===== config.mk =====
export PLATFORM = sky130hd
export DESIGN_NAME = mini_imem_ctrl
export DESIGN_NICKNAME = d
export VERILOG_FILES = /design/src/rtl/mini_cpu_pkg.sv /design/src/rtl/mini_imem_boot_rom.sv /design/src/rtl/mini_imem_ctrl.sv
export SDC_FILE = /design/constraint.sdc
export NUM_CORES = 2
export LEC_CHECK = 0
export ABC_CLOCK_PERIOD_IN_PS = 12800
export CORE_MARGIN = 1.5
export CORE_UTILIZATION = 58
export CTS_BUF_LIST = sky130_fd_sc_hd__clkbuf_8
export DETAILED_ROUTE_END_ITERATION = 10
export PLACE_DENSITY = 0.74
export SYNTH_ARGS = -nofsm -noshare
export SYNTH_HDL_FRONTEND = slang
export SYNTH_HIERARCHICAL = 1
export SYNTH_SLANG_ARGS = --single-unit

===== constraint.sdc =====
create_clock -name clk -period 12.8 [get_ports clk]
set_input_delay 2.56 -clock clk [delete_from_list [all_inputs] [get_ports clk]]
set_output_delay 2.56 -clock clk [all_outputs]
set_load 0.02 [all_outputs]

===== src/rtl/mini_cpu_pkg.sv =====
// Shared definitions for the mini CPU: opcodes, instruction fields, imem FSM states.
// Latency: n/a (constants, types and a pure helper function only).
// Backpressure: n/a.
package mini_cpu_pkg;

  // Opcodes
  localparam logic [3:0] OP_LDI = 4'h1;
  localparam logic [3:0] OP_ADD = 4'h2;
  localparam logic [3:0] OP_XOR = 4'h4;
  localparam logic [3:0] OP_LD  = 4'h5;
  localparam logic [3:0] OP_ST  = 4'h6;
  localparam logic [3:0] OP_JMP = 4'h7;

  // Instruction layout: {op[3:0], rd[1:0], rs[1:0], imm[7:0]}
  localparam int INSN_W  = 16;
  localparam int OP_W    = 4;
  localparam int RD_W    = 2;
  localparam int RS_W    = 2;
  localparam int IMM_W   = 8;
  localparam int OP_LSB  = 12;
  localparam int RD_LSB  = 10;
  localparam int RS_LSB  = 8;
  localparam int IMM_LSB = 0;

  localparam logic [INSN_W-1:0] NOP = 16'h0000;

  typedef enum logic [1:0] {
    S_INIT = 2'd0,
    S_RUN  = 2'd1,
    S_LOAD = 2'd2
  } imem_state_t;

  function automatic logic [INSN_W-1:0] mk_insn(input logic [OP_W-1:0]  op,
                                               input logic [RD_W-1:0]  rd,
                                               input logic [RS_W-1:0]  rs,
                                               input logic [IMM_W-1:0] imm);
    return {op, rd, rs, imm};
  endfunction

endpackage


===== src/rtl/mini_imem_boot_rom.sv =====
// Built-in boot program image: combinational word address -> instruction.
// Latency: 0 cycles (pure combinational lookup).
// Backpressure: none; always answers.
// Ports: addr (AW) word address in; word (IW) boot instruction out, NOP past the program.
module mini_imem_boot_rom
  import mini_cpu_pkg::*;
#(
  parameter int IW = 16,
  parameter int AW = 8
) (
  input  logic [AW-1:0] addr,
  output logic [IW-1:0] word
);

  always_comb begin
    word = IW'(NOP);
    case (addr)
      AW'(0): word = IW'(mk_insn(OP_LDI, 2'd0, 2'd0, 8'h05)); // 1005
      AW'(1): word = IW'(mk_insn(OP_LDI, 2'd1, 2'd0, 8'h03)); // 1403
      AW'(2): word = IW'(mk_insn(OP_ADD, 2'd0, 2'd1, 8'h00)); // 2100
      AW'(3): word = IW'(mk_insn(OP_ST,  2'd0, 2'd0, 8'h10)); // 6010
      AW'(4): word = IW'(mk_insn(OP_LD,  2'd2, 2'd0, 8'h10)); // 5810
      AW'(5): word = IW'(mk_insn(OP_XOR, 2'd2, 2'd1, 8'h00)); // 4900
      AW'(6): word = IW'(mk_insn(OP_JMP, 2'd0, 2'd0, 8'h02)); // 7002
      default: word = IW'(NOP);
    endcase
  end

endmodule


===== src/rtl/mini_imem_ctrl.sv =====
// Writable instruction memory: boot-images RAM after reset, serves fetches, host program-load.
// Latency: fetch data/valid registered, 1 cycle after an accepted request.
// Backpressure: fetch_ready=0 during INIT/LOAD; requests then are dropped, not queued.
// Ports: clk, rst (sync, active high); fetch_req/fetch_addr in, fetch_ready/fetch_valid/
//        fetch_data/fetch_err out; prog_en/prog_we/prog_addr/prog_data in; busy/boot_done out.
module mini_imem_ctrl
  import mini_cpu_pkg::*;
#(
  parameter int IW       = 16,
  parameter int AW       = 8,   // 2**AW must cover DEPTH
  parameter int DEPTH    = 256,
  parameter int BOOT_LEN = 7
) (
  input  logic          clk,
  input  logic          rst,
  input  logic          fetch_req,
  input  logic [AW-1:0] fetch_addr,
  output logic          fetch_ready,
  output logic          fetch_valid,
  output logic [IW-1:0] fetch_data,
  output logic          fetch_err,
  input  logic          prog_en,
  input  logic          prog_we,
  input  logic [AW-1:0] prog_addr,
  input  logic [IW-1:0] prog_data,
  output logic          busy,
  output logic          boot_done
);

  imem_state_t   state_q, state_d;
  logic [AW-1:0] cnt_q;
  logic          init_last;
  logic [IW-1:0] rom_word;
  logic          mem_we;
  logic [AW-1:0] mem_waddr;
  logic [IW-1:0] mem_wdata;
  logic          fetch_acc;
  logic          fetch_in_range;
  logic          prog_in_range;

  logic [IW-1:0] mem [DEPTH];

  mini_imem_boot_rom #(
    .IW(IW),
    .AW(AW)
  ) u_boot_rom (
    .addr(cnt_q),
    .word(rom_word)
  );

  assign init_last      = (state_q == S_INIT) && (cnt_q == AW'(DEPTH - 1));
  assign fetch_acc      = fetch_req && fetch_ready;
  assign fetch_in_range = 32'(fetch_addr) < DEPTH;
  assign prog_in_range  = 32'(prog_addr) < DEPTH;

  // State register
  always_ff @(posedge clk) begin
    if (rst) begin
      state_q <= S_INIT;
    end else begin
      state_q <= state_d;
    end
  end

  // Next state and mode outputs
  always_comb begin
    state_d     = state_q;
    fetch_ready = 1'b0;
    busy        = 1'b1;
    case (state_q)
      S_INIT: begin
        if (init_last) state_d = S_RUN;
      end
      S_RUN: begin
        fetch_ready = 1'b1;
        busy        = 1'b0;
        if (prog_en) state_d = S_LOAD;
      end
      S_LOAD: begin
        if (!prog_en) state_d = S_RUN;
      end
      default: state_d = S_INIT;
    endcase
  end

  // Init counter walks every word once; boot_done latches on the last one.
  always_ff @(posedge clk) begin
    if (rst) begin
      cnt_q     <= '0;
      boot_done <= 1'b0;
    end else begin
      if (state_q == S_INIT) cnt_q <= cnt_q + AW'(1);
      if (init_last)         boot_done <= 1'b1;
    end
  end

  // Write port mux: INIT images the boot program, LOAD takes host writes.
  // Out-of-range host writes are dropped rather than aliased.
  always_comb begin
    mem_we    = 1'b0;
    mem_waddr = cnt_q;
    mem_wdata = rom_word;
    case (state_q)
      S_INIT: begin
        mem_we    = 1'b1;
        mem_waddr = cnt_q;
        mem_wdata = (32'(cnt_q) < BOOT_LEN) ? rom_word : IW'(NOP);
      end
      S_LOAD: begin
        mem_we    = prog_we && prog_in_range;
        mem_waddr = prog_addr;
        mem_wdata = prog_data;
      end
      default: mem_we = 1'b0;
    endcase
  end

  // RAM array has no reset; it is rebuilt by INIT instead.
  always_ff @(posedge clk) begin
    if (!rst && mem_we) begin
      mem[mem_waddr] <= mem_wdata;
    end
  end

  // Registered read path; fetch_data holds when no fetch is accepted.
  always_ff @(posedge clk) begin
    if (rst) begin
      fetch_valid <= 1'b0;
      fetch_err   <= 1'b0;
      fetch_data  <= IW'(NOP);
    end else if (fetch_acc) begin
      fetch_valid <= 1'b1;
      if (fetch_in_range) begin
        fetch_err  <= 1'b0;
        fetch_data <= mem[fetch_addr];
      end else begin
        fetch_err  <= 1'b1;
        fetch_data <= IW'(NOP);
      end
    end else begin
      fetch_valid <= 1'b0;
      fetch_err   <= 1'b0;
    end
  end

endmodule

### Word level (Yosys, flattened, before mapping)

Memory sizes are Yosys's and may differ from the RTL's. A register that Yosys moved wholly into a read port is not among the register bits.
Cells that the tools add are included.

* output and inout bits: 21
* memories: 1
* RAM bits: 4096
* register bits after elaboration: 12

Memory list
* mem: depth 256, width 16, rd ports 1, clocked after Yosys merged registers in 1, write ports 1, line mini_imem_ctrl.sv:41 `logic [IW-1:0] mem [DEPTH];`

* order comparisons: 1
* reduce and logical (&&, ||, !) cells: 7
* muxes and demuxes: 14
* equal/unequal tests: 12
* add/subtract/negate cells: 1

Operators by type and width (count)
* one-hot mux 15 bit (7 select lines): 1
* one-hot mux 16 bit (2 select lines): 1
* equality test 8 x 3 -> 1 bit, second input constant: 3
* equality test 8 x 2 -> 1 bit, second input constant: 2
* two-way mux 16 bit: 1
* adder 8 x 1 -> 8 bit, second input constant: 1
* equality test 8 x 1 -> 1 bit, second input constant: 1
* equality test 8 bit, second input constant: 1
* zero test 8 bit: 1
* less-than comparator 8 x 3 -> 1 bit, second input constant: 1
* two-way mux 8 bit: 1
* two-way mux 2 bit: 3
* inequality test 2 bit, second input constant: 3
* one-hot mux 2 bit (3 select lines): 1
* two-way mux 1 bit: 5
* logical AND 1 bit: 3
* AND reduction 3 bit: 1
* equality test 2 x 1 -> 1 bit, second input constant: 1
* equality test 2 bit, second input constant: 1
* zero test 2 bit: 1
* one-hot mux 1 bit (2 select lines): 1
* zero test 1 bit: 1

### Depth between registers and ports, before layout

* word-level depth: 5
* gate-level depth with buffers: 13
* depth with buffers taken out: 7

### Hierarchy

The synthesis kept the hierarchy.

Modules (own cells, without submodules)
* mini_imem_ctrl: instances 1, cells an instance 7646, area each 159588.1 um2, seq. area each 123558.5 um2
* mini_imem_boot_rom: instances 1, cells an instance 32, area each 252.7 um2, seq. area each 0.0 um2

### Worst setup path after synthesis

No wires, ideal clock.

* kind: in2reg
* start point: input prog_data[0]
* end point: memory mem[0][0] (data pin)
* buffers on the path: 0
* setup slack: 6.115 ns
* setup time: 0.865 ns
* stages: 1
* data required time: 11.935 ns
* arrival time: 5.820 ns
* path through: a22o_1

* cells in the longest elaborated chain, start to end: 1

Ends and longest elaborated chain
* from (decl): line mini_imem_ctrl.sv:25 `input logic [IW-1:0] prog_data,`
* one-hot mux 16 bit (2 select lines): line mini_imem_ctrl.sv:103 `case (state_q)`
* to (decl): line mini_imem_ctrl.sv:41

No other way between the ends.

==> results list <==
- Result of the run: finished with violations
- Failing checks: max-capacitance violations, max-slew violations
- Number of warnings reported in the yosys synthesis log: 6
* Parity-gate share of the synthesized area counting xor and xnor cells: 0.000384
- Data on the critical path is required at its endpoint by 13.84 ns.
- After clock tree synthesis, the clock-pin slew on the worst setup and hold paths is 0.06 ns.
- The largest individual stage delay along the critical path comes from the cell sky130_fd_sc_hd__a2111oi_1.
* Crit start category: primary input
- Prevailing post-synth register cell: sky130_fd_sc_hd__edfxtp_1
* Logic depth of the worst path, buffers included: 11
* TritonCTS clock tree: done
* Post-synthesis instance area: 160,000 µm²
- For met3 alone, demand over resource in global routing was 0.0908.
* Number of placement rows: 192
- Type of the worst min-delay path: reg -> reg
- Chain of cells forming the critical path: buf_8 > buf_12 > buf_4 > buf_4 > mux4_2 > nor2b_1 > a211oi_1 > or3_1 > a2111oi_1 > a32oi_1 > o21ai_1
- Post-place setup slack: 4.70 ns
- The share of synthesized area in the top cell type comes to 0.770.
* Setup Total Neg Slack: 0 ns
- The number of hold-slack violations in the final timing report was 0.
- The routed layout has 84,000 vias.
- The first global-routing pass estimated 600,000 µm of wire.
- Maximum buffer depth of the clock tree: 4
- In this run the most critical hold path is launched from boot_done$_SDFFE_PP0P_.
- Timing would allow up to 138 MHz.
* Chip Width: 528 µm
* Worst slew margin: -0.0941
- Areal power density over the cells: 150 nW/µm²
* Flop and latch count out of synthesis: 4,124
* Slowest stage delay, CP: 1.38 ns
- The final-report max-slew violation count came to 5.
- By area, the combinational part of the netlist is dominated by multiplexers.
- Cell family contributing the most delay on the critical path: buffers and inverters
- The startpoint identified for the worst register-to-register timing path is cnt_q[1]$_SDFFE_PP0P_.
- Register share of total power: 0.569
* Largest voltage drop on the vdd net: 0.0986 mV
- Met1 global-route usage: 0.426
* Avg Synthesized Cell Area: 20.8 µm²
* CTS H-tree depth: 6
* Count of fill cells added during filler insertion: 17,600
- Share of the synthesized area in compound gates (AO/OA/AOI/OAI): 0.0391
- After the last flow step, the layout net total stands at 8,354.
* DIE AREA: 279,000 µm²
- After the first detailed-routing iteration, the DRC count stood at 13,900.
* Iteration count of the initial detailed-routing pass: 6
- After global routing the overflow that remains totals 0.
- Largest driver fanout on the critical path: 92
- DRC Markers: 0
* Final count of negative-setup-slack endpoints: 0
- Most common cell type on the critical path: sky130_fd_sc_hd__buf_4
- Number of max-capacitance violations reported: 4
- DRT Wirelength: 424,000 µm
- Summing all multi-input logic gate instances after layout gives 33,300 µm².
- Proportion of synthesized area in mux cells: 0.144
- Number of unique standard cell types used by synthesis: 74
- The tree built by TritonCTS fans out to 4,124 sinks.
* Pin count of the biggest net entering global routing: 192
- At the end of routability-driven placement, the weighted congestion stood at 0.934.
- Synthesized-area fraction occupied by adder cells: 0.0000783
- Using the TritonRoute via totals, the vias-per-cell ratio works out to 6.77.
* CTS buffer count: 633
* RSZ-0062 raised after global routing: no
- Of the total power, the share spent switching nets is 0.233.
- Once detail routing completed, the nets flagged for antenna violations numbered 0.
- Quantity of gates resized following cts: 0
- Post-route worst setup slack: 5.54 ns
- The critical path is of the in -> reg type.
* Share of cells above drive strength 1: 0.229
- Cells after Synth: 7,678
* Worst Clk Skew: 0.0692 ns
- Io pins: 58
* Switching power: 6170 µW
* Sum of buffers and inverters on the critical path: 4
- STA classifies the critical path endpoint as a flip-flop.
- Number of antenna violations at the first check in global routing: 34
* GR peak layer: met2
* Die extent in y: 528 µm
- R2R cell count: 7
* Post-detailed-placement half-perimeter wirelength: 249,000 µm
- Setup slack, reg-to-reg: 7.62 ns
- Initial standard-cell utilization of the core: 0.584
* Basic-gate share of the synthesized area counting and, or, nand and nor cells: 0.0227
- Global-route total usage across every layer: 0.304
* Worst endpoint data arrival time: 8.30 ns
* Share of power burned in combinational logic: 0.057
- Sequential Area: 124,000 µm²
- Compared with the post-synthesis result, the final layout area differs by 10.5%.
- The via count of the first global-routing pass was 82,300.
* Endpoint with the worst hold slack: boot_done$_SDFFE_PP0P_
* Portion of the post-synthesis area used by sequential elements: 0.773
- Dividing the detail-routed wire length by the instance count gives 34.2 µm.
- In the finished design, the share of the clock period the worst path needs comes to 0.567.
* Total of buffers placed on input and output ports: 56
* Global-route met2 utilization: 0.448
- sky130_fd_sc_hd__edfxtp_1 takes more of the synthesized area than any other cell.
- The share of total power dissipated in the clock network is 0.373.
- Buffers added to address setup during post-CTS repair amount to 0.
- In this run the static leakage power is 0.0576 µW.
* Clock latency of the later-clocked register in the worst-skew pair: 1.13 ns
- The total area inside the core boundary comes to 274,000 µm².
- CTS placed an instance of sky130_fd_sc_hd__clkbuf_8 at the clock tree root.
- At the pin with the least slew margin, the transition time is 1.64 ns.
* Worst flop-to-flop path endpoint: mem[129][13]$_DFFE_PP_
- The synthesized design contains 4,096 enable-type register cells.
* Leading post-synthesis cells by cell area: sky130_fd_sc_hd__edfxtp_1 (77%), sky130_fd_sc_hd__mux4_2 (11%), sky130_fd_sc_hd__mux2i_1 (3.8%)
* Internal power summed over all cells: 20,300 µW
- Shortest clock period the worst path allows after layout: 7.26 ns
- Along the worst hold path, the cell count comes to 2.
- After synthesis, the share of flip-flops with an asynchronous set or reset is 0.
* Number of buffers added to fix hold violations after cts: 0
-- flip-flops by register name, indices dropped and copies added (netlist names) --
signal       cells
boot_done        1
cnt_q            8
fetch_data      16
fetch_valid      1
mem           4096
state_q          2
-- cell usage in the layout, fill, tap and decap left out, types with 42 or more instances in the layout --
cell type / n
sky130_fd_sc_hd__clkinv_2: 57
sky130_fd_sc_hd__nor2_1: 324
sky130_fd_sc_hd__o21ai_0: 85
sky130_fd_sc_hd__o221ai_1: 88
sky130_fd_sc_hd__nor3_1: 42
sky130_fd_sc_hd__clkinv_1: 137
sky130_fd_sc_hd__nand3_1: 48
sky130_fd_sc_hd__clkdlybuf4s50_1: 51
sky130_fd_sc_hd__clkbuf_8: 647
sky130_fd_sc_hd__inv_1: 229
sky130_fd_sc_hd__mux2i_1: 604
sky130_fd_sc_hd__a211oi_1: 79
sky130_fd_sc_hd__a21oi_1: 106
sky130_fd_sc_hd__mux4_2: 751
sky130_fd_sc_hd__o22ai_1: 206
sky130_fd_sc_hd__a22oi_1: 114
sky130_fd_sc_hd__buf_4: 392
sky130_fd_sc_hd__edfxtp_1: 4096
sky130_fd_sc_hd__nand2_1: 232
-- worst min-delay path, delay by kind of cell, from the launching register on --
family / cells / cell delay [ns]
AOI/OAI and AO/OA: 1 / 0.06
DFF: 1 / 0.31
buffers and inverters: 1 / 0.05
-- how the worst max path moves through the flow --
| stage | endpoint | startpoint | slack (ns) |
|---|---|---|---|
| CTS | fetch_data[1]$_SDFFE_PP0P_ | fetch_addr[1] | 5.83 |
| floorplan | mem[0][0]$_DFFE_PP_ | prog_data[0] | 6.11 |
| global route | fetch_data[1]$_SDFFE_PP0P_ | fetch_addr[1] | 5.63 |
| detailed placement | fetch_data[1]$_SDFFE_PP0P_ | fetch_addr[1] | 4.70 |
| global placement | fetch_data[8]$_SDFFE_PP0P_ | fetch_addr[0] | 4.49 |
| finish | fetch_data[1]$_SDFFE_PP0P_ | fetch_addr[1] | 5.54 |
-- per-stage QoR --
step	power [µW]	utilization	cell area [µm²]	hold WS [ns]	cells
finish	26500	0.645	177000	0.471	12400
global route	27200	0.645	177000	0.496	12400
CTS	26500	0.645	177000	0.478	12400
detailed placement	16900	0.604	165000	0.464	11300
global placement	16800	0.603	165000	0.442	11300
floorplan	16300	-	160000	0.522	7683
-- per-layer routing --
layer  vias up  wire length, µm
met2      6157           193000
met3       937            59600
met1     43400           153000
met4        26            18800
li1      33500                -
met5         -              161
-- Yosys cell counts (80+ instances only) --
cell type,n
sky130_fd_sc_hd__o221ai_1,88
sky130_fd_sc_hd__nand2_1,232
sky130_fd_sc_hd__clkbuf_1,145
sky130_fd_sc_hd__mux4_2,751
sky130_fd_sc_hd__a22oi_1,114
sky130_fd_sc_hd__mux2i_1,604
sky130_fd_sc_hd__edfxtp_1,4096
sky130_fd_sc_hd__buf_2,110
sky130_fd_sc_hd__nor2_1,350
sky130_fd_sc_hd__buf_4,88
sky130_fd_sc_hd__a211oi_1,80
sky130_fd_sc_hd__o22ai_1,206
sky130_fd_sc_hd__a21oi_1,107
sky130_fd_sc_hd__o21ai_0,85
sky130_fd_sc_hd__buf_6,81
-- area by class of cell --
type,count,area share
tap,3589,0.0254
sequential,4124,0.700
multi-input combinational,3081,0.189
antenna,21,0.000298
clock inverter,469,0.0132
timing repair buffer,470,0.0221
clock buffer,646,0.0503
inverter,6,0.000170
-- cell families (layout without fill, tap and decap cells) --
kind of cell,after synthesis,after routing
xor gates and xnor gates,7,7
buffers and inverters,478,1591
muxes,1362,1362
AOI/OAI and AO/OA,891,891
and+or+nand+nor,813,813
DFF,4124,4124
other,2,28
adders and majority gates,1,1
-- power groups by stage --
| stage | clock network [µW] | registers (µW) | logic [µW] |
|---|---|---|---|
| global route | 10500 | 15100 | 1560 |
| finish | 9900 | 15100 | 1520 |
| floorplan | 0 | 15500 | 881 |
| detailed placement | 0 | 15400 | 1490 |
| global placement | 0 | 15400 | 1440 |
| CTS | 9970 | 15100 | 1490 |
No activity file was read; power rests on OpenSTA's default activity.
